`src/rtl/llapi_pce_pad.sv`:
```
// LLAPI-to-PC Engine joypad adapter: captures receiver state, maps it to PCE buttons,
// applies autofire, serves the SEL/CLR nibble protocol and paces the receiver with LLAPI_SYNC.
module llapi_pce_pad #(
   parameter int SYNC_LEN = 64,
   parameter int STICK_LO = 64,
   parameter int STICK_HI = 192
) (
   input  logic        CLK_50M,
   input  logic        RESET_N,
   input  logic        LLAPI_EN,
   input  logic [7:0]  LLAPI_TYPE,
   input  logic [31:0] LLAPI_BUTTONS,
   input  logic [15:0] LLAPI_ANALOG,
   input  logic        VBLANK,
   input  logic        SIX_BTN,
   input  logic        TURBO_I,
   input  logic        TURBO_II,
   input  logic [1:0]  TURBO_RATE,
   input  logic        PAD_SEL,
   input  logic        PAD_CLR,
   output logic [3:0]  PAD_NIBBLE,
   output logic        LLAPI_SYNC,
   output logic [11:0] PAD_STATE
);

   localparam int          SYNC_W    = $clog2(SYNC_LEN + 1);
   localparam logic [7:0]  STICK_LO8 = 8'(STICK_LO);
   localparam logic [7:0]  STICK_HI8 = 8'(STICK_HI);

   logic              dev_now;
   logic              live;
   logic [11:0]       btn;        // {hat[27:24], face[7:0]} of the receiver vector
   logic [15:0]       axis;
   logic              vblank_q;
   logic              clr_q;
   logic              vblank_rise;
   logic              clr_rise;
   logic [1:0]        frame_cnt;
   logic              turbo_phase;
   logic [SYNC_W-1:0] sync_cnt;
   logic              bank;
   logic [3:0]        nibble_q;
   logic [3:0]        nibble_next;
   logic              up, down, left, right;
   logic              btn_i, btn_ii;
   logic              unused_bits;

   assign unused_bits = ^{LLAPI_BUTTONS[31:28], LLAPI_BUTTONS[23:8]};

   assign dev_now     = LLAPI_EN && (LLAPI_TYPE != 8'd0);
   assign vblank_rise = VBLANK && !vblank_q;
   assign clr_rise    = PAD_CLR && !clr_q;

   // Capture stage: a missing device reads as all released with a centred stick.
   always_ff @(posedge CLK_50M) begin
      if (!RESET_N) begin
         live <= 1'b0;
         btn  <= 12'h000;
         axis <= 16'h8080;
      end else if (dev_now) begin
         live <= 1'b1;
         btn  <= {LLAPI_BUTTONS[27:24], LLAPI_BUTTONS[7:0]};
         axis <= LLAPI_ANALOG;
      end else begin
         live <= 1'b0;
         btn  <= 12'h000;
         axis <= 16'h8080;
      end
   end

   always_ff @(posedge CLK_50M) begin
      if (!RESET_N) begin
         vblank_q <= 1'b0;
         clr_q    <= 1'b0;
      end else begin
         vblank_q <= VBLANK;
         clr_q    <= PAD_CLR;
      end
   end

   // Autofire: phase flips every TURBO_RATE+1 frames.
   always_ff @(posedge CLK_50M) begin
      if (!RESET_N) begin
         frame_cnt   <= 2'd0;
         turbo_phase <= 1'b0;
      end else if (vblank_rise) begin
         if (frame_cnt == TURBO_RATE) begin
            frame_cnt   <= 2'd0;
            turbo_phase <= !turbo_phase;
         end else begin
            frame_cnt <= frame_cnt + 2'd1;
         end
      end
   end

   always_ff @(posedge CLK_50M) begin
      if (!RESET_N) begin
         sync_cnt <= '0;
      end else if (vblank_rise) begin
         sync_cnt <= SYNC_W'(SYNC_LEN);
      end else if (sync_cnt != '0) begin
         sync_cnt <= sync_cnt - SYNC_W'(1);
      end
   end

   assign LLAPI_SYNC = (sync_cnt != '0);

   always_ff @(posedge CLK_50M) begin
      if (!RESET_N) begin
         bank <= 1'b0;
      end else if (!live || !SIX_BTN) begin
         bank <= 1'b0;
      end else if (clr_rise) begin
         bank <= !bank;
      end
   end

   // Hat and stick are OR-ed, then opposing directions cancel (SOCD neutral).
   always_comb begin
      up     = btn[11] || (axis[15:8] < STICK_LO8);
      down   = btn[10] || (axis[15:8] > STICK_HI8);
      left   = btn[9]  || (axis[7:0]  < STICK_LO8);
      right  = btn[8]  || (axis[7:0]  > STICK_HI8);
      if (up && down) begin
         up   = 1'b0;
         down = 1'b0;
      end
      if (left && right) begin
         left  = 1'b0;
         right = 1'b0;
      end
      btn_i  = btn[1] && (!TURBO_I  || turbo_phase);
      btn_ii = btn[0] && (!TURBO_II || turbo_phase);
   end

   assign PAD_STATE = {btn[7], btn[6], btn[2], btn[3], btn[5], btn[4],
                       btn_ii, btn_i, left, down, right, up};

   always_comb begin
      nibble_next = 4'hF;
      if (live) begin
         if (PAD_CLR) begin
            nibble_next = 4'h0;
         end else if (bank) begin
            nibble_next = PAD_SEL ? 4'h0 : ~PAD_STATE[11:8];
         end else begin
            nibble_next = PAD_SEL ? ~PAD_STATE[3:0] : ~PAD_STATE[7:4];
         end
      end
   end

   always_ff @(posedge CLK_50M) begin
      if (!RESET_N) begin
         nibble_q <= 4'hF;
      end else begin
         nibble_q <= nibble_next;
      end
   end

   assign PAD_NIBBLE = nibble_q;

endmodule

```
`config.mk`:
```
export PLATFORM = sky130hd
export DESIGN_NAME = llapi_pce_pad
export DESIGN_NICKNAME = d
export VERILOG_FILES = /design/src/rtl/llapi_pce_pad.sv
export SDC_FILE = /design/constraint.sdc
export NUM_CORES = 1
export LEC_CHECK = 0
export CAP_MARGIN = 25
export CORE_MARGIN = 1.5
export CORE_UTILIZATION = 30
export DETAILED_ROUTE_END_ITERATION = 6
export GPL_TIMING_DRIVEN = 0
export SYNTH_ARGS = -nofsm -noshare
export SYNTH_HDL_FRONTEND = slang
export SYNTH_SLANG_ARGS = --single-unit
export TNS_END_PERCENT = 10
```
`constraint.sdc`:
```
create_clock -name CLK_50M -period 1.85 [get_ports CLK_50M]
set_clock_uncertainty 0.05 [all_clocks]
set_input_delay 0.37 -clock CLK_50M [delete_from_list [all_inputs] [get_ports CLK_50M]]
set_output_delay 0.37 -clock CLK_50M [all_outputs]
set_load 0.1 [all_outputs]
```
==> results of run 1 <==
## worst register-to-register path: cells and delay by family, from the launching register on
family,cells,cell delay [ns]
and+or+nand+nor,2,0.71
buffers and inverters,8,0.71
AOI/OAI and AO/OA,2,0.35
DFF,1,0.30
## state kept, by name, indices dropped and copies added, names as in the netlist
| register | flops |
|---|---|
| axis | 16 |
| clr_q | 1 |
| vblank_q | 1 |
| turbo_phase | 1 |
| frame_cnt | 2 |
| sync_cnt | 7 |
| bank | 1 |
| live | 1 |
| PAD_NIBBLE | 4 |
| btn | 12 |
## cell type report
cell class | count | area share [%]
sequential | 46 | 33.6
multi-input combinational | 110 | 27.6
timing repair buffer | 74 | 27.4
buffer | 16 | 4.19
tap | 72 | 3.28
clock buffer | 6 | 2.64
inverter | 7 | 0.957
clock inverter | 1 | 0.273
## power by group through the flow
stage	Combinational, uW	Sequential [uW]	Clock, uW
after floorplan	773	1190	0
after global placement	1010	1180	0
after detailed placement	1030	1180	0
after CTS	1130	1160	596
after global routing	1220	1170	635
final	1150	1160	573
## cells in the final DEF (no fill, tap or decap), types with 7 or more instances in the layout
cell type,netlist,routed
dfxtp_1,46,44
xnor2_1,7,7
buf_6,1,11
clkdlybuf4s50_1,0,45
and2_1,30,30
buf_4,12,21
nand2_1,7,7
nor2_1,16,15
## what timing repair did
item                                    4_1_cts  5_1_grt
gates cloned                                  0        0
gates resized for setup                      84        8
pin swaps                                     3        1
buffers inserted                             11        0
hold endpoints to repair                      0        0
endpoints found under the setup margin       33       19
## cell families after synthesis
group | count (synthesis) | share of synthesized area, %
xor+xnor | 11 | 5.42
compound gates | 23 | 9.57
simple gates | 74 | 23.9
buf+inv | 24 | 8.02
flops | 46 | 51.8
fa+ha+maj | 2 | 1.27
## per-layer routing
layer / global-route usage [%] / vias to the layer above / wire (um)
li1: - / 738 / -
met1: 14.4 / 638 / 1560
met2: 21.3 / 37 / 1850
met3: 2.97 / 4 / 200
met4: 5.69 / 0 / 60
met5: 0 / - / 0
## worst max-delay path by stage
| stage | start | end | slack (ns) | cells after the start |
|---|---|---|---|---|
| final | axis[0] | PAD_STATE[3] | -0.48 | 5 |
| after global routing | axis[0] | PAD_STATE[3] | -0.55 | 5 |
| after CTS | axis[0] | PAD_STATE[3] | -0.53 | 5 |
| after detailed placement | axis[0] | PAD_STATE[3] | -1.18 | 5 |
| after global placement | axis[0] | PAD_STATE[3] | -1.18 | 5 |
| after floorplan | sync_cnt[0] | LLAPI_SYNC | -0.09 | 5 |
## per-stage QoR
stage | std cells | hold slack, ns
final | 332 | 0.440
after global routing | 332 | 0.481
after CTS | 332 | 0.451
after detailed placement | 315 | 0.439
after global placement | 315 | 0.424
after floorplan | 180 | 0.405
==> flow_metrics.tcl, run 1 <==
set metrics [dict create \
    slowest_stage "or4_4" \
    cp_data_arrival_time_ns 1.91 \
    violations "setup timing" \
    whs_endpoint "sync_cnt[6]" \
    htreeDepth 2 \
    die_w_um 80.0 \
    p_leak_uw 0.00116 \
    core_area_um2 5610 \
    hold_violations 0 \
    insertion_delay_ns 0.29 \
    initial_utilization_pct 31.7 \
    multi_input_area_um2 758 \
    clockBufferDepth 2 \
    grt_max_degree 14 \
    synth-edff-count 0 \
    firstDrtPassIters 4 \
    numCtsBuffers 5 \
    power.density_nw_per_um2 1050 \
    row_count 27 \
    synthTopCellsByArea "dfxtp_1 52%, and2_1 11%, buf_4 5.1%" \
    power.switching_uw 983 \
    ys.flop_type "dfxtp_1" \
    synth-seq-cells 46 \
    finalSetupViolCount 6 \
    power_frac_comb_pct 39.8 \
    status "finished with violations" \
    n_fill_cell 570 \
    critPathMaxStageDelay_ns 0.53 \
    synth.most_common_cell "dfxtp_1" \
    avgSynthCellArea_um2 9.88 \
    power.internal_uw 1900 \
    cp.required_ns 1.43 \
    critPathTopFamily "simple AND/OR/NAND/NOR gates" \
    place_ws_ns -1.18 \
    maxSlewViolCount 0 \
    power_uw 2880 \
    critPathLaunchType "register" \
    synth_top_area_share_pct 51.8 \
    dp_hpwl_mm 2.69 \
    vias 1417 \
    detail_route.wl_per_cell_um 11.1 \
    reg2reg_slack_ns -0.38 \
    antenna_found_initial 0 \
    critical_path_class "reg -> out" \
    track_usage_pct 12.4 \
    cts_tree "done" \
    final_cell_area_um2 2750 \
    swShare_pct 34.1 \
    slew_headroom_pct 64.1 \
    gp_congestion 0.766 \
    finish.utilization_pct 49.0 \
    min_period_ns 2.33 \
    fin_crit_sh_pct 126 \
    grt_pass1_vias 1383 \
    critPathMaxFanout 2 \
    ys_async_sr_fraction_pct 0 \
    initialDrtViolationCount 30 \
    r2r_start "axis[0]" \
    clockRootBuffer "clkbuf_8" \
    min_path_type "reg -> reg" \
    hold_buffers 0 \
    drive_gt1_share_pct 25.0 \
    tightest_slew_ns 0.541 \
    p_seq_share_pct 40.3 \
    cts_sinks 46 \
    finalSetupTns_ns -2.51 \
    syn-num-nets 248 \
    yosys.area.top_type "dfxtp_1" \
    diodes 0 \
    rsz0062_at_grt "true" \
    area_growth_pct 54.5 \
    pin_count 84 \
    timing.fmax_mhz 429 \
    grt_pass1_wl_mm 6.09 \
    worst_setup_path_end_kind "primary output" \
    avgViaCountPerCell 4.27 \
    yosys_warnings 0 \
    cap_violations 0 \
    synth_area_um2 1780 \
    overflow 0 \
    r2r-end "PAD_NIBBLE[3]" \
    synth.distinct_cells 36 \
    hold_depth 2 \
    hold_path_startpoint "sync_cnt[6]" \
    ff2ff_path_depth 12 \
    die_area_um2 6400 \
    path_clk_slew_ns 0.08 \
    seqCellArea_um2 923 \
    nets 328 \
    route.detailed.drc 0 \
    routed_wl_mm 3.67 \
    cp.buffers_inverters 2 \
    synth_common_cells "46 x dfxtp_1, 30 x and2_1, 16 x nor2_1" \
    io_buffers 63 \
    clockPowerShare_pct 19.9 \
    seq_area_frac_synth_pct 51.8 \
    place_area_um2 2510 \
    dieHeight_um 80.0 \
    setup_ws_ns -0.482 \
    ir_worst_vdd_mv 0.418 \
    crit_path_cell_trace "or4_4, o311a_1, nor3_2, buf_6, buf_12" \
    netlist_instances 180 \
    ant_nets 0 \
]
No activity file was read; power rests on OpenSTA's default activity.
==> inputs of run 2 (changes only) <==
ABC_CLOCK_PERIOD_IN_PS = 1850   (was not set)
CTS_BUF_LIST = sky130_fd_sc_hd__clkbuf_4   (was not set)
==> run 2 against run 1 <==
The run still ends with setup timing left. Global-route usage increased by 0.19 points. Final area increased by 0.18%. Register-to-register slack improved by 0.02 ns. Cell count increased by 0.30%. Setup slack got worse by 0.067 ns. Total power decreased by 3.2%. Maximum frequency decreased by 2.8%.
==> flow_metrics.tcl, run 2 (synthesis results as in run 1) <==
set metrics [dict create \
    path_clk_slew_ns 0.13 \
    die_area_um2 6400 \
    insertion_delay_ns 0.36 \
    tightest_slew_ns 0.542 \
    power_frac_comb_pct 41.6 \
    hold_buffers 0 \
    pin_count 84 \
    rsz0062_at_grt "true" \
    finish.utilization_pct 49.1 \
    cp_data_arrival_time_ns 1.98 \
    maxSlewViolCount 0 \
    avgViaCountPerCell 4.25 \
    core_area_um2 5610 \
    cap_violations 0 \
    dieHeight_um 80.0 \
    numCtsBuffers 5 \
    initial_utilization_pct 31.7 \
    diodes 0 \
    route.detailed.drc 0 \
    grt_pass1_wl_mm 6.11 \
    initialDrtViolationCount 38 \
    overflow 0 \
    firstDrtPassIters 4 \
    reg2reg_slack_ns -0.36 \
    reg_top3 "axis x16, btn x12, sync_cnt x7" \
    finalSetupViolCount 6 \
    drive_gt1_share_pct 25.3 \
    status "finished with violations" \
    p_leak_uw 0.00116 \
    whs_endpoint "sync_cnt[6]" \
    place_ws_ns -1.18 \
    worst_setup_path_end_kind "primary output" \
    grt_max_degree 14 \
    gp_congestion 0.766 \
    row_count 27 \
    swShare_pct 35.0 \
    hold_path_startpoint "RESET_N" \
    r2r-end "PAD_NIBBLE[3]" \
    timing.fmax_mhz 417 \
    critical_path_class "reg -> out" \
    cp.required_ns 1.43 \
    cts_tree "done" \
    power.internal_uw 1810 \
    area_growth_pct 54.8 \
    nets 329 \
    clockBufferDepth 2 \
    hold_depth 2 \
    fin_crit_sh_pct 130 \
    htreeDepth 2 \
    ir_worst_vdd_mv 0.417 \
    mostFrequentLayoutCells "45 x clkdlybuf4s50_1, 44 x dfxtp_1, 30 x and2_1, 22 x buf_4, 16 x nor2_1" \
    ff2ff_path_depth 12 \
    min_period_ns 2.40 \
    hold_violations 0 \
    clockRootBuffer "clkbuf_4" \
    top_register "axis" \
    critPathMaxFanout 3 \
    r2r_start "axis[0]" \
    clockPowerShare_pct 16.7 \
    detail_route.wl_per_cell_um 11.1 \
    ant_nets 0 \
    final_common_cell "clkdlybuf4s50_1" \
    antenna_found_initial 0 \
    critPathLaunchType "register" \
    setup_ws_ns -0.550 \
    power_uw 2790 \
    dp_hpwl_mm 2.69 \
    violations "setup timing" \
    track_usage_pct 12.6 \
    power.density_nw_per_um2 1010 \
    min_path_type "in -> reg" \
    largest_register_ff_count 16 \
    routed_wl_mm 3.70 \
    die_w_um 80.0 \
    vias 1415 \
    io_buffers 63 \
    slew_headroom_pct 64.0 \
    power.switching_uw 978 \
    p_seq_share_pct 41.6 \
    cts_sinks 46 \
    grt_pass1_vias 1368 \
]
[run 2: changes by cell type in the layout (fill, tap and decap cells not counted), sizes merged]
cell | before | now
clkdlybuf4s15 | 1 | 4
clkbuf | 13 | 10
buf | 36 | 37
[run 2: worst max path at each step]
| stage | slack (ns) | end | start |
|---|---|---|---|
| floorplan | -0.09 | LLAPI_SYNC | sync_cnt[0] |
| global placement | -1.18 | PAD_STATE[3] | axis[0] |
| detailed placement | -1.18 | PAD_STATE[3] | axis[0] |
| CTS | -0.60 | PAD_STATE[3] | axis[0] |
| global route | -0.65 | PAD_STATE[0] | axis[8] |
| finish | -0.55 | PAD_STATE[2] | axis[8] |
[run 2: power groups by stage]
stage,sequential (uW),combinational (uW),clock (uW)
6_report,1160,1160,467
4_1_cts,1160,1150,480
3_5_place_dp,1180,1030,0
3_3_place_gp,1180,1010,0
2_1_floorplan,1190,773,0
5_1_grt,1170,1240,527
[run 2: area by class of cell]
cell class / count / area [um^2]
clock buffers: 6 / 45.0
well taps: 72 / 90.1
clock inverters: 1 / 7.51
repair buffers: 75 / 788
plain buffers: 16 / 115
fillers: 571 / 2860
inverters: 7 / 26.3
multi-input cells: 110 / 756
flip-flops and latches: 46 / 923
[run 2: worst max-delay path, stage by stage (launching register included)]
cell and delay (ns):
dfxtp_1 0.32, or4_4 0.53, o311a_4 0.34, nor2_1 0.10
nor2_1 0.05, buf_4 0.13, buf_12 0.15
[run 2: layer usage]
metal  vias to the layer above  share of wire, %  routed length [um]  global-route usage, %
met4                         0               1.8                  66                   5.17
met2                        38                50                1850                   21.1
li1                        739                 -                   -                      -
met1                       631                42                1550                   14.6
met3                         7               6.2                 229                   4.00
met5                         -                 0                   0                      0
[run 2: repair_timing]
| item | CTS | global route |
|---|---|---|
| endpoints found under the setup margin | 33 | 8 |
| setup buffers | 12 | 0 |
| gates resized for setup | 87 | 6 |
| pin swaps | 3 | 2 |
[run 2: through the flow]
| step | hold WS (ns) | instance area, um^2 | setup TNS (ns) | std cells |
|---|---|---|---|---|
| final | 0.387 | 2750 | -2.86 | 333 |
| after floorplan | 0.405 | 1790 | -0.255 | 180 |
| after global routing | 0.399 | 2750 | -3.36 | 333 |
| after CTS | 0.457 | 2720 | -3.05 | 333 |
| after global placement | 0.424 | 2510 | -14.36 | 315 |
| after detailed placement | 0.439 | 2510 | -15.13 | 315 |
==> inputs of run 3 (changes only) <==
GPL_ROUTABILITY_DRIVEN = 0   (was not set)
==> results of run 3 <==
Same layout as run 2: the final DEF is identical, and so are final timing and power.
